===== src/rtl/gbf_pkg.sv =====
`default_nettype none
// gbf_pkg -- shared types and constants for the ping-pong GBF reader.
// Rev 1.0
package gbf_pkg;

  typedef enum logic [1:0] {
    ST_IDLE     = 2'd0,
    ST_WAIT_BUF = 2'd1,
    ST_WAIT_REQ = 2'd2,
    ST_BURST    = 2'd3
  } state_e;

  typedef logic bank_t;

  localparam int unsigned RD_VALID_LAT = 1;

endpackage
`default_nettype wire


===== src/rtl/gbf_bank_flag.sv =====
`default_nettype none
// gbf_bank_flag -- FULL/EMPTY flag for one GBF bank with overflow pulse.
// Rev 1.0
module gbf_bank_flag (
  input  logic clk_i,
  input  logic reset_i,
  input  logic set_i,
  input  logic clr_i,
  output logic full_o,
  output logic ovf_o
);

  logic full_q;

  // Release wins over a same-cycle fill: the bank always ends EMPTY.
  always_ff @(posedge clk_i) begin
    if (reset_i) begin
      full_q <= 1'b0;
    end else if (clr_i) begin
      full_q <= 1'b0;
    end else if (set_i) begin
      full_q <= 1'b1;
    end
  end

  assign full_o = full_q;
  assign ovf_o  = set_i & full_q;

endmodule
`default_nettype wire


===== src/rtl/gbf_pingpong_reader.sv =====
`default_nettype none
// gbf_pingpong_reader -- streams tiles from a ping-pong GBF pair into the RF loader.
// Rev 1.0
module gbf_pingpong_reader
  import gbf_pkg::*;
#(
  parameter int ADDR_BITWIDTH  = 5,
  parameter int DEPTH          = 32,
  parameter int BURST_LEN      = 4,
  parameter int REUSE_BITWIDTH = 4
) (
  input  logic                      clk_i,
  input  logic                      reset_i,
  input  logic                      start_i,
  input  logic                      finish_i,
  input  logic [ADDR_BITWIDTH:0]    cfg_words_i,
  input  logic [REUSE_BITWIDTH-1:0] cfg_reuse_i,
  input  logic [1:0]                buf_ready_i,
  input  logic                      rf_need_data_i,
  output logic [1:0]                need_data_o,
  output logic                      en_b_o,
  output logic [ADDR_BITWIDTH-1:0]  addr_b_o,
  output logic                      bank_sel_o,
  output logic                      rd_valid_o,
  output logic                      rd_bank_o,
  output logic                      rd_last_o,
  output logic                      burst_done_o,
  output logic                      tile_done_o,
  output logic                      busy_o,
  output logic                      ovf_err_o
);

  localparam int C_BEAT_W = (BURST_LEN > 1) ? $clog2(BURST_LEN) : 1;
  localparam int C_WW     = ADDR_BITWIDTH + 1;
  localparam logic [C_WW-1:0]     C_DEPTH     = C_WW'(DEPTH);
  localparam logic [C_BEAT_W-1:0] C_BEAT_LAST = C_BEAT_W'(BURST_LEN - 1);

  state_e                    state_q;
  bank_t                     cur_q;
  logic [REUSE_BITWIDTH-1:0] pass_q;
  logic [REUSE_BITWIDTH-1:0] reuse_q;
  logic [ADDR_BITWIDTH-1:0]  addr_q;
  logic [C_BEAT_W-1:0]       beat_q;
  logic [C_WW-1:0]           words_q;
  logic                      rd_valid_q;
  logic                      rd_bank_q;
  logic                      rd_last_q;
  logic                      ovf_q;

  logic [1:0]                w_full;
  logic [1:0]                w_ovf;
  logic [1:0]                w_clr;
  logic [C_WW-1:0]           w_words_cfg;
  logic [REUSE_BITWIDTH-1:0] w_reuse_cfg;
  logic                      w_in_burst;
  logic                      w_last_addr;
  logic                      w_burst_end;
  logic                      w_last_pass;
  logic                      w_release;

  always_comb begin
    w_words_cfg = cfg_words_i;
    if (cfg_words_i == '0) begin
      w_words_cfg = C_WW'(1);
    end else if (cfg_words_i > C_DEPTH) begin
      w_words_cfg = C_DEPTH;
    end
    w_reuse_cfg = (cfg_reuse_i == '0) ? REUSE_BITWIDTH'(1) : cfg_reuse_i;
  end

  assign w_in_burst  = (state_q == ST_BURST);
  assign w_last_addr = ({1'b0, addr_q} == (words_q - C_WW'(1)));
  assign w_burst_end = w_last_addr || (beat_q == C_BEAT_LAST);
  assign w_last_pass = (pass_q == (reuse_q - REUSE_BITWIDTH'(1)));
  assign w_release   = w_in_burst && w_last_addr && w_last_pass;
  assign w_clr       = {w_release && cur_q, w_release && !cur_q};

  for (genvar b = 0; b < 2; b++) begin : g_bank
    gbf_bank_flag u_flag (
      .clk_i   (clk_i),
      .reset_i (reset_i),
      .set_i   (buf_ready_i[b]),
      .clr_i   (w_clr[b]),
      .full_o  (w_full[b]),
      .ovf_o   (w_ovf[b])
    );
  end

  always_ff @(posedge clk_i) begin
    if (reset_i) begin
      state_q <= ST_IDLE;
      cur_q   <= 1'b0;
      pass_q  <= '0;
      addr_q  <= '0;
      beat_q  <= '0;
      words_q <= C_WW'(1);
      reuse_q <= REUSE_BITWIDTH'(1);
    end else begin
      case (state_q)
        ST_IDLE: begin
          if (start_i) begin
            words_q <= w_words_cfg;
            reuse_q <= w_reuse_cfg;
            cur_q   <= 1'b0;
            pass_q  <= '0;
            addr_q  <= '0;
            state_q <= ST_WAIT_BUF;
          end
        end
        ST_WAIT_BUF: begin
          if (w_full[cur_q]) begin
            state_q <= ST_WAIT_REQ;
          end
        end
        ST_WAIT_REQ: begin
          if (rf_need_data_i) begin
            beat_q  <= '0;
            state_q <= ST_BURST;
          end
        end
        ST_BURST: begin
          addr_q <= addr_q + ADDR_BITWIDTH'(1);
          beat_q <= beat_q + C_BEAT_W'(1);
          if (w_burst_end) begin
            state_q <= ST_WAIT_REQ;
            if (w_last_addr) begin
              addr_q <= '0;
              if (w_last_pass) begin
                pass_q <= '0;
                cur_q  <= ~cur_q;
                // An already-filled partner bank goes straight to WAIT_REQ.
                if (finish_i) begin
                  state_q <= ST_IDLE;
                end else if (!w_full[~cur_q]) begin
                  state_q <= ST_WAIT_BUF;
                end
              end else begin
                pass_q <= pass_q + REUSE_BITWIDTH'(1);
              end
            end
          end
        end
        default: state_q <= ST_IDLE;
      endcase
    end
  end

  always_ff @(posedge clk_i) begin
    if (reset_i) begin
      rd_valid_q <= 1'b0;
      rd_bank_q  <= 1'b0;
      rd_last_q  <= 1'b0;
      ovf_q      <= 1'b0;
    end else begin
      rd_valid_q <= w_in_burst;
      rd_bank_q  <= cur_q;
      rd_last_q  <= w_in_burst && w_burst_end;
      ovf_q      <= ovf_q | (|w_ovf);
    end
  end

  assign need_data_o  = ~w_full;
  assign en_b_o       = w_in_burst;
  assign addr_b_o     = addr_q;
  assign bank_sel_o   = cur_q;
  assign rd_valid_o   = rd_valid_q;
  assign rd_bank_o    = rd_bank_q;
  assign rd_last_o    = rd_last_q;
  assign burst_done_o = w_in_burst && w_burst_end;
  assign tile_done_o  = w_release;
  assign busy_o       = (state_q != ST_IDLE);
  assign ovf_err_o    = ovf_q;

endmodule
`default_nettype wire


===== config.mk =====
export PLATFORM = sky130hd
export DESIGN_NAME = gbf_pingpong_reader
export DESIGN_NICKNAME = d
export VERILOG_FILES = /design/src/rtl/gbf_pkg.sv /design/src/rtl/gbf_bank_flag.sv /design/src/rtl/gbf_pingpong_reader.sv
export SDC_FILE = /design/constraint.sdc
export NUM_CORES = 1
export LEC_CHECK = 0
export CELL_PAD_IN_SITES_DETAIL_PLACEMENT = 1
export CELL_PAD_IN_SITES_GLOBAL_PLACEMENT = 1
export CORE_UTILIZATION = 48
export CTS_BUF_LIST = sky130_fd_sc_hd__clkbuf_8
export DETAILED_ROUTE_END_ITERATION = 8
export DONT_BUFFER_PORTS = 1
export PLACE_DENSITY = 0.88
export SYNTH_ARGS = -nofsm -noshare
export SYNTH_HDL_FRONTEND = slang
export SYNTH_SLANG_ARGS = --single-unit
export TNS_END_PERCENT = 50

===== constraint.sdc =====
create_clock -name clk_i -period 2.6 [get_ports clk_i]
set_clock_uncertainty 0.1 [all_clocks]
set_input_delay 0.13 -clock clk_i [delete_from_list [all_inputs] [get_ports clk_i]]
set_output_delay 0.13 -clock clk_i [all_outputs]
set_load 0.03 [all_outputs]

# Yosys cells after proc, flatten, opt, wreduce, memory -nomap -nowiden
# Cells that the tools add are included.
# word_totals
mem_bits_ro	0
mem_count	0
wordCells	92
ff_bits	30
latch_bits	0
input_bits	17
ramBits	0
# classes
n_div	0
bitwise_logic	5
n_addsub	5
shift	0
mul	0
reduce_logical	22
muxes	32
eq_ne	12
order_cmp	3
# op_table
cell	n
two-way mux 4 bit	5
two-way mux 2 bit	9
two-way mux 5 bit	3
two-way mux 6 bit	2
case mux 5 bit (2 select lines)	1
two-way mux 1 bit	8
case mux 2 bit (4 select lines)	1
case mux 4 bit (2 select lines)	1
AND reduction 4 bit	2
== test 2 bit (second input constant)	3
== test 5 x 6 -> 1 bit	1
greater-than comparator 6 bit (second input constant)	1
zero test 6 bit	1
!= test 2 x 1 -> 1 bit (second input constant)	3
!= test 2 bit (second input constant)	3
AND reduction 2 bit	3
nonzero test 2 bit	3
OR reduction 2 bit	3
subtractor 6 x 1 -> 6 bit (second input constant)	1
adder 5 x 1 -> 5 bit (second input constant)	1
logical AND 1 bit	5
AND reduction 5 bit	1
adder 4 x 1 -> 4 bit (second input constant)	1
== test 4 bit	1
other kinds (14)	16

# Logic depth before layout (Yosys ltp)
# depth
depth_word	9
mapped_depth	8

# Hierarchy
# From an unflattened synthesis, not the netlist that was laid out.
# unflattened
hier_cells	211
area_unflattened_um2	1671.6
# by_module_without_submodules
mod	seq_area_each_um2	instances	area_per_inst_um2	cells_each
gbf_pingpong_reader	560.5	1	1591.5	203
gbf_bank_flag	20.0	2	40.0	4

# Worst setup path after synthesis
# Ideal clock, no wire load.
# synth_path
kind	register to register
from	register addr_q[2] (netlist: addr_b_o[2])
to	register g_bank[1].u_flag.full_q
path_slack_ns	0.395
arrival_ns	1.960
path_buffers	0
stages_incl_launch_ff	7
cell_sequence	dfxtp_1 > xnor3_1 > a32oi_1 > a311oi_2 > and2_2 > and3_1 > a211oi_1
# synth_between
elab_chain_len	5
# synth_lines
item	line	source
from (decl)	gbf_pingpong_reader.sv:42	logic [ADDR_BITWIDTH-1:0] addr_q;
from (signal assigned)	gbf_pingpong_reader.sv:122	addr_q <= addr_q + ADDR_BITWIDTH'(1);
== test 5 x 6 -> 1 bit	gbf_pingpong_reader.sv:72	assign w_last_addr = ({1'b0, addr_q} == (words_q - C_WW'(1)));
logical AND 1 bit (2 in series)	gbf_pingpong_reader.sv:75	assign w_release = w_in_burst && w_last_addr && w_last_pass;
net tile_done_o	gbf_pingpong_reader.sv:28	output logic tile_done_o,
logical AND 1 bit	gbf_pingpong_reader.sv:76	assign w_clr = {w_release && cur_q, w_release && !cur_q};
OR reduction 2 bit (no source line)	n/a	
to (signal assigned)	gbf_bank_flag.sv:18	full_q <= 1'b0;
to (signal assigned)	gbf_bank_flag.sv:20	full_q <= 1'b0;
to (signal assigned)	gbf_bank_flag.sv:22	full_q <= 1'b1;
to (decl)	gbf_bank_flag.sv:13	logic full_q;
# The timed path passes the listed nets, and every way through them passes these cells.
# A chain may end at the register's enable or synchronous reset.

# Worst setup path after layout
# layout_path
from	register words_q[1]
to	output port tile_done_o
# layout_between
elab_chain_len	4
# layout_lines
item	line	source
from (decl)	gbf_pingpong_reader.sv:44	logic [C_WW-1:0] words_q;
from (signal assigned)	gbf_pingpong_reader.sv:102	words_q <= w_words_cfg;
subtractor 6 x 1 -> 6 bit	gbf_pingpong_reader.sv:72	
== test 5 x 6 -> 1 bit	gbf_pingpong_reader.sv:72	
logical AND 1 bit (2 in series)	gbf_pingpong_reader.sv:75	
to (decl)	gbf_pingpong_reader.sv:28	
# Every way passes these cells.

==> impl_metrics.tcl <==
set metrics [dict create \
    grt_max_degree 25 \
    cts.sinks 30 \
    grt-ovfl-total 0 \
    most-common-layout-cells "sky130_fd_sc_hd__dfxtp_1, sky130_fd_sc_hd__nand2_1, sky130_fd_sc_hd__a21oi_1, sky130_fd_sc_hd__dlygate4sd3_1, sky130_fd_sc_hd__nor2_1" \
    cts_tree "done" \
    cell_internal_pwr_uw 771 \
    final-setup-viol-count 0 \
    design.core.area_um2 3030 \
    setup.worst_path.end_class "output port" \
    finalCritPeriodShare 0.953 \
    worst-setup-path-type "register to output port" \
    die_h_um 58.3 \
    initial_antenna_violation_count 0 \
    areaGrowthSynthToFinish_pct 22.8 \
    combPwrFrac 0.184 \
    mappedNetlistArea_um2 1520 \
    reg2reg_from "words_q[1]" \
    die_x_um 58.3 \
    vias 1421 \
    required_ns 2.37 \
    p_sw_uw 326 \
    async_flop_share 0 \
    post_drt_via_cell_ratio 5.66 \
    timing.final.hold_violations 0 \
    ctsHtreeMaxLevel 2 \
    clkLatencyLatePin_ns 0.29 \
    grt_pass1_vias 1534 \
    synthCells 181 \
    setup_slack_ns 0.122 \
    share_of_cells_above_drive_strength_1 0.101 \
    crit_start "words_q[1]" \
    status "completed" \
    top_level_ports 33 \
    tns_ns 0 \
    switching_share 0.298 \
    global_route_wire_length_before_repair_mm 7.05 \
    drv_slew 0 \
    timing.critical_path.from_type "register" \
    hold_path_class "input port to register" \
    flip_flop_cell_with_the_highest_count_after_synthesis "sky130_fd_sc_hd__dfxtp_1" \
    pwr-share-clk 0.358 \
    post-cts-setup-buffers 0 \
    antenna_violating_nets_remaining 0 \
    timing.critical_path.fanout_max 4 \
    synthesis.nets 203 \
    timing.fmax_mhz 404 \
    arrival_ns 2.25 \
    post-layout-total-power_uw 1100 \
    floorplan.die_area_um2 3400 \
    drt-wirelength-per-cell_um 17.4 \
    detail_route.drc_violations 0 \
    firstDrtPassIters 4 \
    dpl.hpwl_mm 2.89 \
    max-vdd-ir-drop_uv 317 \
    globalplace.congestion 0.829 \
    portBuffers 0 \
    first_iter_violations 57 \
    ys_types 43 \
    yosysSeqAreaShare 0.394 \
    fin_nets 228 \
    final_period_minus_worst_setup_slack_ns 2.48 \
    gr_usage_total 0.278 \
    setup_slack_placement_ns 0.292 \
    worst_pin_slew_ns 0.890 \
    worst_slew_margin_rel 0.405 \
    cellLeakagePower_uw 0.000730 \
    finalWirelength_mm 4.38 \
    power.share.sequential 0.458 \
    path_clk_slew_ns 0.06 \
    insertedDiodeCount 0 \
    synth_area_per_cell_um2 8.41 \
    clock_tree.root_cell "sky130_fd_sc_hd__clkbuf_8" \
    std_cell_rows 20 \
    cts_buffer_depth 2 \
    hold_path.startpoint "reset_i" \
    mostFrequentLayoutCell "sky130_fd_sc_hd__dfxtp_1" \
    power_per_cell_area_nw_per_um2 587 \
    synth-seq-cells 30 \
    hold_slack_ns 0.0209 \
    synth_enable_flop_cells 0 \
    synth_warnings 0 \
    max-cap-violations 0 \
    initial_utilization 0.503 \
    number_of_clock_buffers_inserted_by_tritoncts 5 \
]
## power by group through the flow
stage	Sequential, µW	Clock (µW)	Combinational (µW)
final	502	393	202
after global routing	505	415	220
after CTS	502	395	188
after detailed placement	512	0	159
after global placement	510	0	148
after floorplan	506	0	135
## synth_stat cells, types with 3 or more instances
library cell | instances | area (µm²)
sky130_fd_sc_hd__clkbuf_1 | 4 | 15.0
sky130_fd_sc_hd__ha_1 | 5 | 62.6
sky130_fd_sc_hd__nor2_1 | 14 | 52.6
sky130_fd_sc_hd__xnor2_1 | 5 | 43.8
sky130_fd_sc_hd__nor3_1 | 6 | 30.0
sky130_fd_sc_hd__or3_1 | 4 | 25.0
sky130_fd_sc_hd__nand2_1 | 25 | 93.8
sky130_fd_sc_hd__nand3b_1 | 5 | 37.5
sky130_fd_sc_hd__dfxtp_1 | 30 | 601
sky130_fd_sc_hd__o32ai_1 | 3 | 26.3
sky130_fd_sc_hd__xor2_1 | 8 | 70.1
sky130_fd_sc_hd__a21oi_1 | 17 | 85.1
sky130_fd_sc_hd__inv_1 | 12 | 45.0
sky130_fd_sc_hd__o21ai_0 | 6 | 30.0
sky130_fd_sc_hd__nand3_1 | 5 | 25.0
## critical path, cell delays in order (launching register included)
cell                       delay, ns
sky130_fd_sc_hd__dfxtp_1        0.38
sky130_fd_sc_hd__inv_1          0.08
sky130_fd_sc_hd__ha_1           0.29
sky130_fd_sc_hd__xor2_1         0.15
sky130_fd_sc_hd__nand2_1        0.10
sky130_fd_sc_hd__a311oi_4       0.35
sky130_fd_sc_hd__and2_4         0.22
sky130_fd_sc_hd__and3_1         0.21
sky130_fd_sc_hd__buf_4          0.18
## flip-flops by register name (all words and copies together), names as in the netlist
| signal | cells |
|---|---|
| words_q | 6 |
| addr_b_o | 5 |
| pass_q | 4 |
| reuse_q | 4 |
| beat_q | 2 |
| g_bank.u_flag.full_o | 2 |
| state_q | 2 |
| bank_sel_o | 1 |
| ovf_err_o | 1 |
| rd_bank_o | 1 |
| rd_last_o | 1 |
| rd_valid_o | 1 |
## cell families after synthesis
family | Yosys count | synth area share
xor gates and xnor gates | 14 | 0.0896
DFF | 30 | 0.394
buffers and inverters | 17 | 0.0468
AOI/OAI and AO/OA | 42 | 0.189
muxes | 1 | 0.00657
adders and majority gates | 5 | 0.0411
and+or+nand+nor | 72 | 0.233
## worst paths after layout
kind	endpoint	slack (ns)	depth (start not counted)
max	tile_done_o	0.12	8
min	addr_b_o[4]	0.02	3
max reg2reg	pass_q[0]	0.31	8
min reg2reg	reuse_q[3]	0.37	2
## metrics by stage
| stage | util | instances | area [µm²] |
|---|---|---|---|
| global route | 0.617 | 251 | 1870 |
| detailed placement | 0.530 | 227 | 1600 |
| global placement | 0.530 | 227 | 1600 |
| finish | 0.617 | 251 | 1870 |
| CTS | 0.613 | 251 | 1860 |
| floorplan | - | 181 | 1520 |
## per-layer routing
layer  GRT usage  vias to the layer above  share of wire
met4       0.105                        0          0.014
met3      0.0637                        9          0.040
met2       0.516                       39           0.53
li1            -                      687              -
met5           0                        -              0
met1       0.307                      686           0.41
## area by class of cell
class                      instances  area [µm²]
timing repair buffer              23         213
inverter                          12        45.0
sequential                        30         602
tap                               44        55.1
fill                             352        1160
clock inverter                     2        8.76
clock buffer                       6        82.6
multi-input combinational        134         863
## what timing repair did
action,4_1_cts,5_1_grt
endpoints found under the hold margin,25,0
setup endpoints to repair,0,2
hold buffers,16,0
gates resized for setup,0,3
Note: power is estimated with default switching activity, not from simulation.
